**src/rtl/gpio_in_capture_pkg.sv**
```systemverilog
// Shared constants for the GPIO input capture block: default debounce sizing
// and the event counter width/limit, plus the saturating increment helper.
package gpio_in_capture_pkg;

    localparam int DB_W_DEF      = 16;
    localparam int DB_CYCLES_DEF = 50000;

    localparam int                   EVT_CNT_W   = 16;
    localparam logic [EVT_CNT_W-1:0] EVT_CNT_MAX = 16'hFFFF;

    function automatic logic [EVT_CNT_W-1:0] evt_sat_inc(input logic [EVT_CNT_W-1:0] v);
        return (v == EVT_CNT_MAX) ? v : v + EVT_CNT_W'(1);
    endfunction

endpackage

```
**src/rtl/gpio_debounce.sv**
```systemverilog
// One input bit: 2-flop synchroniser, stability counter, accepted level and
// single-cycle rise/fall pulses coincident with the level update.
module gpio_debounce
    import gpio_in_capture_pkg::*;
#(
    parameter int DB_W      = DB_W_DEF,
    parameter int DB_CYCLES = DB_CYCLES_DEF
) (
    input  logic clk,
    input  logic rst,
    input  logic pin_i,
    output logic level_o,
    output logic rise_o,
    output logic fall_o
);

    localparam logic [DB_W-1:0] CNT_TERM = DB_W'(DB_CYCLES - 1);

    logic            s1_q;
    logic            s2_q;
    logic            stable_q;
    logic            stable_d;
    logic [DB_W-1:0] cnt_q;
    logic [DB_W-1:0] cnt_d;
    logic            update;

    always_ff @(posedge clk or negedge rst) begin
        if (!rst) begin
            s1_q     <= 1'b0;
            s2_q     <= 1'b0;
            stable_q <= 1'b0;
            cnt_q    <= '0;
        end else begin
            s1_q     <= pin_i;
            s2_q     <= s1_q;
            stable_q <= stable_d;
            cnt_q    <= cnt_d;
        end
    end

    // Any sample matching the accepted level restarts the stability window.
    always_comb begin
        cnt_d    = cnt_q;
        stable_d = stable_q;
        update   = 1'b0;
        if (s2_q == stable_q) begin
            cnt_d = '0;
        end else if (cnt_q != CNT_TERM) begin
            cnt_d = cnt_q + DB_W'(1);
        end else begin
            stable_d = s2_q;
            cnt_d    = '0;
            update   = 1'b1;
        end
    end

    assign level_o = stable_q;
    assign rise_o  = update & s2_q;
    assign fall_o  = update & ~s2_q;

endmodule

```
**src/rtl/gpio_in_capture.sv**
```systemverilog
// Debounced GPIO input capture with sticky edge-pending flags and irq.
// Optional event counter (evt_cnt/evt_cnt_clr) built when GPIO_IN_EVT_CNT_EN is defined.
module gpio_in_capture
    import gpio_in_capture_pkg::*;
#(
    parameter int N_IN      = 2,
    parameter int DB_W      = DB_W_DEF,
    parameter int DB_CYCLES = DB_CYCLES_DEF
) (
    input  logic                 clk,
    input  logic                 rst,
    input  logic [N_IN-1:0]      gpio_in,
    input  logic [N_IN-1:0]      rise_en,
    input  logic [N_IN-1:0]      fall_en,
    input  logic                 clr_valid,
    input  logic [N_IN-1:0]      clr_mask,
`ifdef GPIO_IN_EVT_CNT_EN
    input  logic                 evt_cnt_clr,
    output logic [EVT_CNT_W-1:0] evt_cnt,
`endif
    output logic [N_IN-1:0]      level,
    output logic [N_IN-1:0]      pending,
    output logic                 irq
);

    logic [N_IN-1:0] rise;
    logic [N_IN-1:0] fall;
    logic [N_IN-1:0] set_vec;
    logic [N_IN-1:0] pending_q;
    logic [N_IN-1:0] pending_d;

    for (genvar i = 0; i < N_IN; i++) begin : g_bit
        gpio_debounce #(
            .DB_W      (DB_W),
            .DB_CYCLES (DB_CYCLES)
        ) u_db (
            .clk     (clk),
            .rst     (rst),
            .pin_i   (gpio_in[i]),
            .level_o (level[i]),
            .rise_o  (rise[i]),
            .fall_o  (fall[i])
        );
    end

    // Set is OR-ed after the clear so a coincident edge is never lost.
    assign set_vec   = (rise & rise_en) | (fall & fall_en);
    assign pending_d = (pending_q & ~(clr_mask & {N_IN{clr_valid}})) | set_vec;

    always_ff @(posedge clk or negedge rst) begin
        if (!rst) begin
            pending_q <= '0;
        end else begin
            pending_q <= pending_d;
        end
    end

    assign pending = pending_q;
    assign irq     = |pending_q;

`ifdef GPIO_IN_EVT_CNT_EN
    logic [EVT_CNT_W-1:0] evt_cnt_q;
    logic [EVT_CNT_W-1:0] evt_cnt_d;

    always_comb begin
        evt_cnt_d = evt_cnt_q;
        if (evt_cnt_clr) begin
            evt_cnt_d = '0;
        end else if (|set_vec) begin
            evt_cnt_d = evt_sat_inc(evt_cnt_q);
        end
    end

    always_ff @(posedge clk or negedge rst) begin
        if (!rst) begin
            evt_cnt_q <= '0;
        end else begin
            evt_cnt_q <= evt_cnt_d;
        end
    end

    assign evt_cnt = evt_cnt_q;
`endif

endmodule
```
**config.mk**
```make
export PLATFORM = sky130hd
export DESIGN_NAME = gpio_in_capture
export DESIGN_NICKNAME = d
export VERILOG_FILES = /design/src/rtl/gpio_in_capture_pkg.sv /design/src/rtl/gpio_debounce.sv /design/src/rtl/gpio_in_capture.sv
export SDC_FILE = /design/constraint.sdc
export NUM_CORES = 1
export LEC_CHECK = 0
export ABC_AREA = 1
export ABC_CLOCK_PERIOD_IN_PS = 3250
export CORE_ASPECT_RATIO = 1.25
export CORE_MARGIN = 2
export CORE_UTILIZATION = 35
export DETAILED_ROUTE_END_ITERATION = 12
export SYNTH_ARGS = -nofsm -noshare
export SYNTH_HDL_FRONTEND = slang
export SYNTH_SLANG_ARGS = --single-unit
```
**constraint.sdc**
```tcl
create_clock -name clk -period 3.25 [get_ports clk]
set_clock_uncertainty 0.1 [all_clocks]
set_input_delay 0.65 -clock clk [delete_from_list [all_inputs] [get_ports clk]]
set_output_delay 0.65 -clock clk [all_outputs]
set_load 0.02 [all_outputs]
```
# Yosys cells after proc, flatten, opt, wreduce, memory -nomap -nowiden

Index checks and enable logic that the tools add are counted.

Add/sub/neg operators: 2
Equality and inequality tests: 4
Multiplexer cells: 8
Bitwise operators: 17
Reduce and logical (&&, ||, !) cells: 3

Operators with widths:

| cell                  | count |
|---|---|
| $mux 16               | 4 |
| $add 16x1->16 const B | 2 |
| $ne 16x16->1 const B  | 2 |
| $and 2x2->2           | 4 |
| $not 1->1             | 6 |
| $and 1x1->1           | 4 |
| $mux 1                | 4 |
| $or 2x2->2            | 2 |
| $reduce_and 2->1      | 2 |
| $eq 1x1->1            | 2 |
| $not 2->2             | 1 |
| $reduce_or 2->1       | 1 |

Bits in registers: 40
Input port bits: 11
Output and inout port bits: 5
Logic and storage cells: 43

# Logic depth before layout (Yosys ltp)

Depth after elaboration: 7
Mapped depth: 9
Gate-level depth less buffers: 9

# Hierarchy

From an unflattened synthesis, not the netlist that was laid out.

Cell total of the unflattened synthesis: 273
Area total of the unflattened synthesis: 2205.9 µm²

By module, submodules not included:

| module          | times used | cells an instance | area an instance (µm²) |
|---|---|---|---|
| gpio_debounce   | 2          | 130               | 1054.8 |
| gpio_in_capture | 1          | 13                | 96.3 |

# Worst setup path before layout

No wires, ideal clock.

Path kind: register -> output
Start: register pending_q[0] (netlist: pending[0])
End: output port irq
Data arrival time: 0.814 ns
Required time: 2.500 ns
Slack: 1.686 ns
Stages on the path, launching flop included: 2
Buffers on the path: 0
Cells stage by stage: dfrtp_1 -> or2_2

Longest elaborated chain between the ends: 1

RTL lines:

| element                | line                  | RTL |
|---|---|---|
| start, declared        | gpio_in_capture.sv:29 | `logic [N_IN-1:0] pending_q;` |
| start signal, assigned | gpio_in_capture.sv:54 | `pending_q <= pending_d;` |
| $reduce_or 2->1        | gpio_in_capture.sv:59 | `assign irq = \|pending_q;` |
| end, declared          | gpio_in_capture.sv:23 | `output logic irq` |

No other way between the ends.

# Worst setup path in the final report

Same ends and word-level chain as after synthesis.

==> results.toml <==
[run_status]
outcome = "finished, final reports clean"

[cells_and_area]
layout_common_cells = "nand2_1, nor2_1, dfrtp_1"
drive_gt1_frac = 0.0839
final_nets = 322
final_common_cell = "nand2_1"
fin_util = 0.409
final_cell_area_mm2 = 0.00249
insertedDiodeCount = 0
synthToLayoutAreaGrowth_pct = 15.1

[routing]
wl_per_cell_um = 11.1
drt_iter0_markers = 50
first_pass_iters = 4
vias = 1830
totalWireLength_um = 4390
antenna_left = 0
via_per_inst = 4.63
drc = 0

[global_route]
grt_pass1_vias = 1903
grt_pass1_wl_um = 8180
grt.overflow.total = 0
grt_max_degree = 41
grt_use_total = 0.152
antenna_found_initial = 0

[synthesis]
synth_area_mm2 = 0.00216
ys_ff_latch = 40
syn_avg_cell_area_um2 = 7.48
syn_inst = 289
ys_types = 23
ys_warn_count = 0
synth-seq-area-share = 0.463
syn-num-nets = 302

[worst_setup_path]
worstReg2RegStart = "g_bit[0].u_db.cnt_q[0]$_DFF_PN0_"
r2r_slack_ps = 1640
path_buf_inv = 1
worstPathRequired_ps = 2500
arrival_ps = 1500
cp_slowest_cell = "clkdlybuf4s50_1"
worst-setup-path-type = "reg2out"
reg2reg_depth = 8
endpoint_kind = "output pin"
rr_endpoint = "g_bit[0].u_db.cnt_q[14]$_DFF_PN0_"
cp_top_family = "buffers and inverters"
path_max_fanout = 3
start_kind = "flip-flop"
cp_cell_sequence = "or2_2, clkdlybuf4s50_1"
cp_slowest_stage_delay_ps = 540

[cts]
ctsHtreeMaxLevel = 2
clk_latency_ps = 290
ctsHoldBuffers = 0
cts_buffers = 5
cts_root_buf = "clkbuf_8"
cts_tree = "yes"
cts_setup_buffers = 0
clk_pin_slew_ps = 70
cts_buffer_depth = 2
cts.repair.resized = 0
clock-sinks = 40

[power]
vdd_drop_max_mv = 0.196
p_leak_nw = 1.08
power.density_mw_per_mm2 = 358

[sta]
drv_slew = 0
min_period_ps = 2250
tightest_slew_ps = 873
finalHoldViolations = 0
timing.final.crit_share = 0.694
timing.setup.tns_ps = 0
setup_viol = 0
fmax_mhz = 444
rsz0062_at_grt = "no"
max-slew-margin-rel = 0.418

[floorplan]
initial_core_util = 0.355
num_rows = 32
die_w_um = 74.3
core_mm2 = 0.00609
die_area_mm2 = 0.00683
io_pins = 16
dieHeight_um = 91.9

[worst_hold_path]
min_delay_path_depth = 0
holdPathEnd = "g_bit[1].u_db.s2_q$_DFF_PN0_"
hp-start = "g_bit[1].u_db.s1_q$_DFF_PN0_"
hold_path_class = "reg2reg"

[placed_design]
port_buffers = 15
dp_hpwl_um = 3380
dpl-instance-area_mm2 = 0.00240
place_congestion = 0.924

[flow_run]
maxCapViolations = 0
## final cells by class
class | instances | area, µm²
Fill cell | 647 | 3600
Multi-Input combinational cell | 212 | 1010
Sequential cell | 40 | 1000
Timing Repair Buffer | 15 | 145
Inverter | 35 | 131
Tap cell | 85 | 106
Clock buffer | 8 | 90.1
## cell families after synthesis
| logic type | share of synthesized area |
|---|---|
| AO/OA/AOI/OAI | 0.0399 |
| XOR/XNOR | 0.0324 |
| buffers and inverters | 0.0677 |
| AND/OR/NAND/NOR | 0.385 |
| flip-flops | 0.463 |
| adder cells (fa/ha/maj) | 0.0116 |
## per-layer routing
metal,vias up,track usage,routed length (µm)
met4,0,0.0610,126
met2,19,0.274,2330
met5,-,0,0
met1,848,0.170,1850
met3,11,0.0330,84
li1,952,-,-
## report_power, final
group / switching, W / total [W] / internal (W) / leakage, nW
clock: 0.000161 / 0.000334 / 0.000173 / 0.0455
sequential: 0.00000734 / 0.000513 / 0.000506 / 0.545
combinational: 0.0000261 / 0.0000445 / 0.0000184 / 0.487
total: 0.000194 / 0.000891 / 0.000697 / 1.08
## worst reg2reg max path: stages (launching register included)
cell	delay (ps)
dfrtp_1	410
ha_1	220
nand2_1	110
inv_2	50
nand2_1	170
nor2_1	90
nand2_2	140
nand2_2	120
a21oi_1	140
## worst max path at each step
| stage | startpoint | to | slack [ps] | cells past startpoint |
|---|---|---|---|---|
| 2_1_floorplan | pending[0]$_DFF_PN0_ | irq | 1690 | 1 |
| 3_3_place_gp | pending[0]$_DFF_PN0_ | irq | 1310 | 2 |
| 3_5_place_dp | pending[0]$_DFF_PN0_ | irq | 1300 | 2 |
| 4_1_cts | pending[0]$_DFF_PN0_ | irq | 970 | 2 |
| 5_1_grt | pending[0]$_DFF_PN0_ | irq | 950 | 2 |
| 6_report | pending[0]$_DFF_PN0_ | irq | 1000 | 2 |
## sequential cells by signal (all words and copies together), names as in the netlist
name                flops
g_bit.u_db.level_o      2
g_bit.u_db.s1_q         2
g_bit.u_db.cnt_q       32
g_bit.u_db.s2_q         2
pending                 2
## synthesized netlist by cell type
library cell  number  area, µm²
a21oi_1            6       30.0
buf_4              2       15.0
dfrtp_1           40       1000
ha_1               2       25.0
inv_1             33        124
inv_2              2       7.51
nand2_1           67        251
nand2_2            6       37.5
nand3_1           26        130
nand3_2            2       20.0
nand3b_1           1       7.51
nand4_1            8       50.1
nor2_1            57        214
nor2_2             5       31.3
nor2_4             2       22.5
nor3_1            11       55.1
nor3b_1            1       7.51
o21ai_0            3       15.0
o21ai_1            5       25.0
o21ai_4            1       16.3
or2_2              1       6.26
xnor2_1            2       17.5
xor2_1             6       52.6
## stage by stage
stage	power [W]	cells	setup WS, ps	hold WS (ps)
2_1_floorplan	0.000542	289	1690	231
3_3_place_gp	0.000569	387	1310	232
3_5_place_dp	0.000570	387	1300	240
4_1_cts	0.000912	395	972	257
5_1_grt	0.000943	395	954	270
6_report	0.000891	395	996	253
Power figures use the tool's default switching activity.
